## src/rtl/msg_framer_pkg.sv

```systemverilog
// Shared types for the message framer: the input FSM state and the FIFO
// entry layout. The header length check also lives here so that the FSM
// and any future consumer classify lengths the same way.
package msg_framer_pkg;

    // The FIFO entry layout fixes the payload width. Keep the framer's
    // DATA_W parameter equal to this value.
    localparam int unsigned ENTRY_DATA_W = 8;

    typedef enum logic [1:0] {
        S_HDR,
        S_BODY,
        S_DROP
    } state_t;

    typedef struct packed {
        logic [ENTRY_DATA_W-1:0] data;
        logic                    head;
        logic                    tail;
    } entry_t;

    // A header is usable when the message fits the FIFO and has a distinct
    // head word and tail word.
    function automatic logic len_legal(input logic [ENTRY_DATA_W-1:0] len,
                                       input int unsigned depth);
        return (32'(len) >= 32'd2) && (32'(len) <= depth);
    endfunction

    // Oversize messages still carry a body that has to be skipped.
    function automatic logic len_oversize(input logic [ENTRY_DATA_W-1:0] len,
                                          input int unsigned depth);
        return 32'(len) > depth;
    endfunction

endpackage

```

## src/rtl/msg_framer_if.sv

```systemverilog
// Upstream word stream and downstream framed-word bundle of the framer.
// The master side feeds words and watches the framed output; the slave
// side is the framer itself.
interface msg_framer_if #(
    parameter int DATA_W = msg_framer_pkg::ENTRY_DATA_W
);
    logic              in_valid;
    logic              in_ready;
    logic [DATA_W-1:0] in_data;
    logic              valid;
    logic              head;
    logic              tail;
    logic [DATA_W-1:0] data;
    logic              err_len;

    modport master (
        output in_valid, in_data,
        input  in_ready, valid, head, tail, data, err_len
    );

    modport slave (
        input  in_valid, in_data,
        output in_ready, valid, head, tail, data, err_len
    );
endinterface

```

## src/rtl/msg_fifo.sv

```systemverilog
// Synchronous first-word-fall-through FIFO holding framed entries. The
// read port shows the oldest entry combinationally so the framer can load
// its output registers on the same edge that pops it.
module msg_fifo
    import msg_framer_pkg::*;
#(
    parameter int DEPTH = 16
) (
    input  logic   clock,
    input  logic   reset,
    input  logic   wr_en,
    input  entry_t wr_data,
    input  logic   rd_en,
    output entry_t rd_data,
    output logic   full,
    output logic   empty
);

    localparam int AW = $clog2(DEPTH);

    entry_t        mem [DEPTH];
    logic [AW:0]   wr_ptr;
    logic [AW:0]   rd_ptr;
    logic          do_wr;
    logic          do_rd;

    // A write into a full FIFO is fine when the same edge pops the slot.
    assign do_wr = wr_en && (!full || rd_en);
    assign do_rd = rd_en && !empty;

    assign empty   = (wr_ptr == rd_ptr);
    assign full    = (wr_ptr[AW] != rd_ptr[AW]) &&
                     (wr_ptr[AW-1:0] == rd_ptr[AW-1:0]);
    assign rd_data = mem[rd_ptr[AW-1:0]];

    // Storage array write port.
    // NOTE: the array has no reset; the pointers alone define which slots
    // hold valid entries, and leaving it unreset lets it map onto RAM.
    always_ff @(posedge clock) begin
        if (do_wr) begin
            mem[wr_ptr[AW-1:0]] <= wr_data;
        end
    end

    // Pointer advance on write and read.
    always_ff @(posedge clock or negedge reset) begin
        if (!reset) begin
            wr_ptr <= '0;
            rd_ptr <= '0;
        end else begin
            if (do_wr) begin
                wr_ptr <= wr_ptr + (AW+1)'(1);
            end
            if (do_rd) begin
                rd_ptr <= rd_ptr + (AW+1)'(1);
            end
        end
    end

endmodule

```

## src/rtl/msg_framer.sv

```systemverilog
// Length-prefixed stream to head/tail framed bursts. Incoming messages are
// stored whole in the FIFO; output starts only once a complete message is
// buffered, so every burst leaves gap-free with one head and one tail.
module msg_framer
    import msg_framer_pkg::*;
#(
    parameter int DATA_W = ENTRY_DATA_W,
    parameter int DEPTH  = 16
) (
    input  logic         clock,
    input  logic         reset,
    msg_framer_if.slave  bus
);

    localparam int CNT_W = $clog2(DEPTH) + 1;

    state_t              state;
    state_t              state_next;
    logic [DATA_W-1:0]   rem;
    logic [DATA_W-1:0]   len;
    logic [CNT_W-1:0]    msg_cnt;
    logic                out_busy;

    logic                ready;
    logic                in_body;
    logic                accept;
    logic                hdr_ok;
    logic                hdr_big;
    logic                last_word;
    logic                wr_en;
    logic                pop;
    logic                cnt_inc;
    logic                cnt_dec;
    logic                fifo_full;
    logic                fifo_empty;
    entry_t              wr_entry;
    entry_t              rd_entry;

    assign bus.in_ready = ready;
    assign accept       = bus.in_valid && ready;
    assign hdr_ok       = len_legal(bus.in_data, DEPTH);
    assign hdr_big      = len_oversize(bus.in_data, DEPTH);
    assign last_word    = (rem == DATA_W'(1));

    assign wr_en        = accept && in_body;
    assign wr_entry     = '{data: bus.in_data, head: (rem == len), tail: last_word};

    // Unload only a complete message, or continue one already started.
    assign pop          = (out_busy || msg_cnt != '0) && !fifo_empty;
    assign cnt_inc      = wr_en && wr_entry.tail;
    assign cnt_dec      = pop && rd_entry.tail;

    msg_fifo #(
        .DEPTH (DEPTH)
    ) u_fifo (
        .clock   (clock),
        .reset   (reset),
        .wr_en   (wr_en),
        .wr_data (wr_entry),
        .rd_en   (pop),
        .rd_data (rd_entry),
        .full    (fifo_full),
        .empty   (fifo_empty)
    );

    // Input FSM state register.
    // NOTE: clocked state uses non-blocking assignments so every register
    // samples pre-edge values regardless of process evaluation order.
    always_ff @(posedge clock or negedge reset) begin
        if (!reset) begin
            state <= S_HDR;
        end else begin
            state <= state_next;
        end
    end

    // Input FSM next-state: classify headers, count body/drop words down.
    // NOTE: the default assignment first keeps every path assigned, so no
    // latch is inferred for state_next.
    always_comb begin
        state_next = state;
        case (state)
            S_HDR: begin
                if (accept) begin
                    if (hdr_ok) begin
                        state_next = S_BODY;
                    end else if (hdr_big) begin
                        state_next = S_DROP;
                    end
                end
            end
            S_BODY, S_DROP: begin
                if (accept && last_word) begin
                    state_next = S_HDR;
                end
            end
            default: state_next = S_HDR;
        endcase
    end

    // Input FSM outputs: upstream ready and FIFO write select.
    always_comb begin
        ready   = 1'b0;
        in_body = 1'b0;
        case (state)
            S_HDR:   ready = 1'b1;
            S_BODY: begin
                ready   = !fifo_full;
                in_body = 1'b1;
            end
            S_DROP:  ready = 1'b1;
            default: ready = 1'b0;
        endcase
        if (!reset) begin
            ready = 1'b0;
        end
    end

    // Length bookkeeping: latch L on a header, count down on each word.
    always_ff @(posedge clock or negedge reset) begin
        if (!reset) begin
            rem <= '0;
            len <= '0;
        end else if (accept) begin
            if (state == S_HDR) begin
                rem <= bus.in_data;
                len <= bus.in_data;
            end else begin
                rem <= rem - DATA_W'(1);
            end
        end
    end

    // One-cycle error pulse for a rejected header.
    always_ff @(posedge clock or negedge reset) begin
        if (!reset) begin
            bus.err_len <= 1'b0;
        end else begin
            bus.err_len <= accept && (state == S_HDR) && !hdr_ok;
        end
    end

    // Count of whole messages sitting in the FIFO.
    always_ff @(posedge clock or negedge reset) begin
        if (!reset) begin
            msg_cnt <= '0;
        end else begin
            case ({cnt_inc, cnt_dec})
                2'b10:   msg_cnt <= msg_cnt + CNT_W'(1);
                2'b01:   msg_cnt <= msg_cnt - CNT_W'(1);
                default: msg_cnt <= msg_cnt;
            endcase
        end
    end

    // Burst-in-progress flag: set by a popped head, cleared by a popped tail.
    always_ff @(posedge clock or negedge reset) begin
        if (!reset) begin
            out_busy <= 1'b0;
        end else if (pop) begin
            if (rd_entry.tail) begin
                out_busy <= 1'b0;
            end else if (rd_entry.head) begin
                out_busy <= 1'b1;
            end
        end
    end

    // Registered downstream word; data holds its value between pops.
    always_ff @(posedge clock or negedge reset) begin
        if (!reset) begin
            bus.valid <= 1'b0;
            bus.head  <= 1'b0;
            bus.tail  <= 1'b0;
            bus.data  <= '0;
        end else begin
            bus.valid <= pop;
            bus.head  <= pop && rd_entry.head;
            bus.tail  <= pop && rd_entry.tail;
            if (pop) begin
                bus.data <= rd_entry.data;
            end
        end
    end

endmodule

```

## src/flat_wrapper.sv

```systemverilog
// flat-port wrapper written by rule: the top's interface ports become plain ports
module msg_framer_flat import msg_framer_pkg::*;
#(
    parameter int DATA_W = ENTRY_DATA_W,
    parameter int DEPTH  = 16
)
  (clock, reset, bus_in_valid, bus_in_data, bus_in_ready, bus_valid, bus_head, bus_tail, bus_data, bus_err_len);
  msg_framer_if #(.DATA_W(DATA_W)) bus_i ();
  input  logic clock;
  input  logic reset;
  input wire logic [$bits(bus_i.in_valid)-1:0] bus_in_valid;
  input wire logic [$bits(bus_i.in_data)-1:0] bus_in_data;
  output wire logic [$bits(bus_i.in_ready)-1:0] bus_in_ready;
  output wire logic [$bits(bus_i.valid)-1:0] bus_valid;
  output wire logic [$bits(bus_i.head)-1:0] bus_head;
  output wire logic [$bits(bus_i.tail)-1:0] bus_tail;
  output wire logic [$bits(bus_i.data)-1:0] bus_data;
  output wire logic [$bits(bus_i.err_len)-1:0] bus_err_len;
  assign bus_i.in_valid = bus_in_valid;
  assign bus_i.in_data = bus_in_data;
  assign bus_in_ready = bus_i.in_ready;
  assign bus_valid = bus_i.valid;
  assign bus_head = bus_i.head;
  assign bus_tail = bus_i.tail;
  assign bus_data = bus_i.data;
  assign bus_err_len = bus_i.err_len;
  msg_framer #(.DATA_W(DATA_W), .DEPTH(DEPTH)) u_core (.clock(clock), .reset(reset), .bus(bus_i));
endmodule
```

## config.mk

```make
export PLATFORM = sky130hd
export DESIGN_NAME = msg_framer_flat
export DESIGN_NICKNAME = d
export VERILOG_FILES = /design/src/rtl/msg_framer_pkg.sv /design/src/rtl/msg_framer_if.sv /design/src/rtl/msg_fifo.sv /design/src/rtl/msg_framer.sv /design/src/flat_wrapper.sv
export SDC_FILE = /design/constraint.sdc
export NUM_CORES = 1
export LEC_CHECK = 0
export CORE_UTILIZATION = 31
export DETAILED_ROUTE_END_ITERATION = 16
export PLACE_DENSITY = 0.45
export SYNTH_ARGS = -nofsm -noshare
export SYNTH_HDL_FRONTEND = slang
export SYNTH_HIERARCHICAL = 1
export SYNTH_SLANG_ARGS = --single-unit
```

## constraint.sdc

```tcl
create_clock -name clock -period 4.6 [get_ports clock]
set_input_delay 0.92 -clock clock [delete_from_list [all_inputs] [get_ports clock]]
set_output_delay 0.92 -clock clock [all_outputs]
set_load 0.005 [all_outputs]
```

==> run summary <==
CP Capture Type: register
initial antenna violation count: 0
Routed Antenna Nets: 0
clock skew: 6.54 ps
PortBufs: 23
Layout Nets: 611
Worst Hold Depth: 1
num ports: 24
Die W: 171 µm
Die ar.: 29,100 µm²
cts bufs inserted: 23
worst rel slew slack: 45.5%
CTS tree: built
# setup viols final: 0
Yosys cell types: 56
Clock Path Buffers: 3
synthesized cell area: 8820 µm²
Die H: 171 µm
status: finished clean
core area: 27,900 µm²
Yosys reg bits: 206
vias post-DR: 4,745
top_reg_cell synth: edfxtp_1
WS Path Type: reg2reg
vias in the first global route: 4,991
Pre-Repair DR Iteration Count: 4
Initial Util: 31.7%
num rows: 61
CTS sink count: 206
# Post-CTS Setup Buffers: 0
CP arrival: 4080 ps
post-route cell area: 10,200 µm²
crit-path max FO: 18
first-pass GRT wire length: 31.4 mm
share of layout cells above drive strength 1: 17.3%
synth-to-layout area growth: 16.2%
flop-to-flop setup slack: 860 ps
Hold Buf Count CTS: 0
largest net degree at the start of global routing: 47
Async SR Flop Fraction: 22.3%
Seq/Total Area, Yosys: 67.5%
Worst setup SP type: register
drt wl/cell: 21.0 µm
htree depth: 1
min Tclk post-route: 3740 ps
Cell Count Post-Placement: 937
Synth warnings: 6
final hold vios: 0
RSZ-0062 raised after global routing: false
Slew @ Worst Pin: 814 ps
aggregate negative setup slack: 0 ps
r2r startpoint: u_core/u_fifo/rd_ptr[0]
dpl hpwl: 13.2 mm
syn_nets: 566
Global Route Usage Sum: 14.7%
crit share post-route: 81.3%
cell area after placement: 9510 µm²
sink of the worst hold path: u_core/bus.data[4]
Layout Cells excl Fill: 978
total gr overflow: 0
Req. time, crit path: 4940 ps
fmax: 0.267 GHz
syn_area_per_cell: 16.4 µm²
synthesized instance count: 539
DRT Wirelength: 20.5 mm
clk_lat worst skew: 510 ps
Final Total Pwr: 6.16 mW
fin util: 36.8%
GPL Wtd Cong: 0.821
diodes inserted: 0
Clk pin slew, worst setup/hold paths: 60 ps
Post-synth EDFFs: 160
maxcap violations: 0
hold crit path type: reg2reg
Hold Startpoint: u_core/bus.data[4]
post_cts resized: 0
FF-to-FF path depth: 13
P_leak: 3.71 nW
root buffer cell: clkbuf_16
Via density: 4.85
initial DRC count: 328
Slew Viols, Final: 0
reg2reg end: u_core/msg_cnt[4]
Peak VDD IR: 289 µV
Power per Cell Area: 601 nW/µm²
# DRC: 0
[power by group]
group          switching (mW)  internal [mW]
Sequential              0.239           2.20
Clock                   0.718           1.09
Combinational            1.01          0.901
Total                    1.96           4.19
[state kept, by name (all words and copies together), names as in the netlist]
name	count
u_core/len	8
u_core/bus.head	1
u_core/out_busy	1
u_core/u_fifo/mem	160
u_core/msg_cnt	5
u_core/bus.err_len	1
u_core/bus.tail	1
u_core/bus.valid	1
u_core/rem	8
u_core/bus.data	8
u_core/state	2
u_core/u_fifo/rd_ptr	5
u_core/u_fifo/wr_ptr	5
[cells by family after synthesis]
kind of cell,after synthesis,synth area share (%)
adders and majority gates,16,2.36
DFF,206,67.5
buffers and inverters,38,2.53
muxes,62,12.4
xor gates and xnor gates,25,2.57
and+or+nand+nor,128,7.48
AOI/OAI and AO/OA,64,5.16
[Yosys cell counts, types with 5 or more instances]
library cell | count | area, µm²
o21ai_0 | 6 | 30.0
and2_1 | 6 | 37.5
a21oi_1 | 9 | 45.0
nand2_1 | 54 | 203
mux2i_1 | 13 | 130
dfrtp_1 | 46 | 1150
mux2_2 | 15 | 169
mux4_2 | 27 | 608
edfxtp_1 | 160 | 4800
mux4_1 | 7 | 184
a22oi_1 | 8 | 60.1
clkbuf_1 | 7 | 26.3
o211ai_1 | 10 | 75.1
o22ai_1 | 11 | 68.8
nand3_1 | 5 | 25.0
xnor2_1 | 19 | 166
buf_2 | 8 | 40.0
xor2_1 | 5 | 43.8
ha_1 | 15 | 188
and3_1 | 12 | 75.1
nor2b_1 | 8 | 50.1
nor3_1 | 5 | 25.0
inv_1 | 13 | 48.8
nor2_1 | 16 | 60.1
[critical path, stage by stage, from the launching register on]
cell,delay (ps)
dfrtp_2,770
xnor2_1,170
nand4_2,160
nor2_1,60
nand2b_1,180
a21oi_1,330
and2_1,290
nand2_1,90
ha_1,300
ha_1,350
nor2b_1,160
o21a_1,180
o311ai_0,310
o311ai_0,210
[metrics by stage]
step	hold slack (ps)	setup WS, ps
finish	504	860
global route	525	483
CTS	505	813
detailed placement	491	707
global placement	486	781
floorplan	464	1400
[worst max-delay path by stage]
stage,start,to,cells past startpoint
2_1_floorplan,u_core/u_fifo/rd_ptr[1],u_core/msg_cnt[4],14
3_3_place_gp,bus_in_valid,u_core/msg_cnt[4],11
3_5_place_dp,bus_in_valid,u_core/msg_cnt[4],11
4_1_cts,u_core/u_fifo/rd_ptr[0],u_core/msg_cnt[4],13
5_1_grt,u_core/u_fifo/rd_ptr[0],u_core/msg_cnt[4],13
6_report,u_core/u_fifo/rd_ptr[0],u_core/msg_cnt[4],13
[final cells by class]
class                      instances  area, µm²
clock buffer                      29        598
clock inverter                    12        140
fill                            2625      17600
inverter                          14       52.6
multi-input combinational        295       2650
sequential                       206       5960
tap                              378        473
timing repair buffer              44        383
[routing by layer]
metal	vias up	share of wire (%)	global-route usage, %
li1	2179	-	-
met1	2462	45	19.6
met2	74	49	25.2
met3	30	2.6	1.80
met4	0	2.8	4.19
met5	-	0	0
[cell usage in the layout (no fill, tap or decap), drive strengths merged, types with 2 or more instances in the layout]
| cell | n |
|---|---|
| ha | 15 |
| bufinv | 3 |
| nand4 | 5 |
| or2 | 2 |
| a32oi | 2 |
| a22oi | 8 |
| dfrtp | 46 |
| nand2 | 54 |
| o211ai | 10 |
| o31a | 3 |
| or4 | 2 |
| nor2 | 16 |
| a21oi | 9 |
| xnor2 | 20 |
| nand2b | 4 |
| nand3 | 5 |
| and3 | 12 |
| a21o | 2 |
| mux4 | 34 |
| clkinv | 7 |
| xor2 | 5 |
| inv | 15 |
| nor4 | 3 |
| and2 | 6 |
| mux2i | 13 |
| nor3 | 5 |
| a211oi | 2 |
| edfxtp | 160 |
| clkdlybuf4s50 | 22 |
| clkbuf | 29 |
| buf | 22 |
| mux2 | 15 |
| o311ai | 3 |
| o21ai | 8 |
| o22ai | 11 |
| a211o | 2 |
| nor2b | 8 |
(Power assumes the default switching activity.)
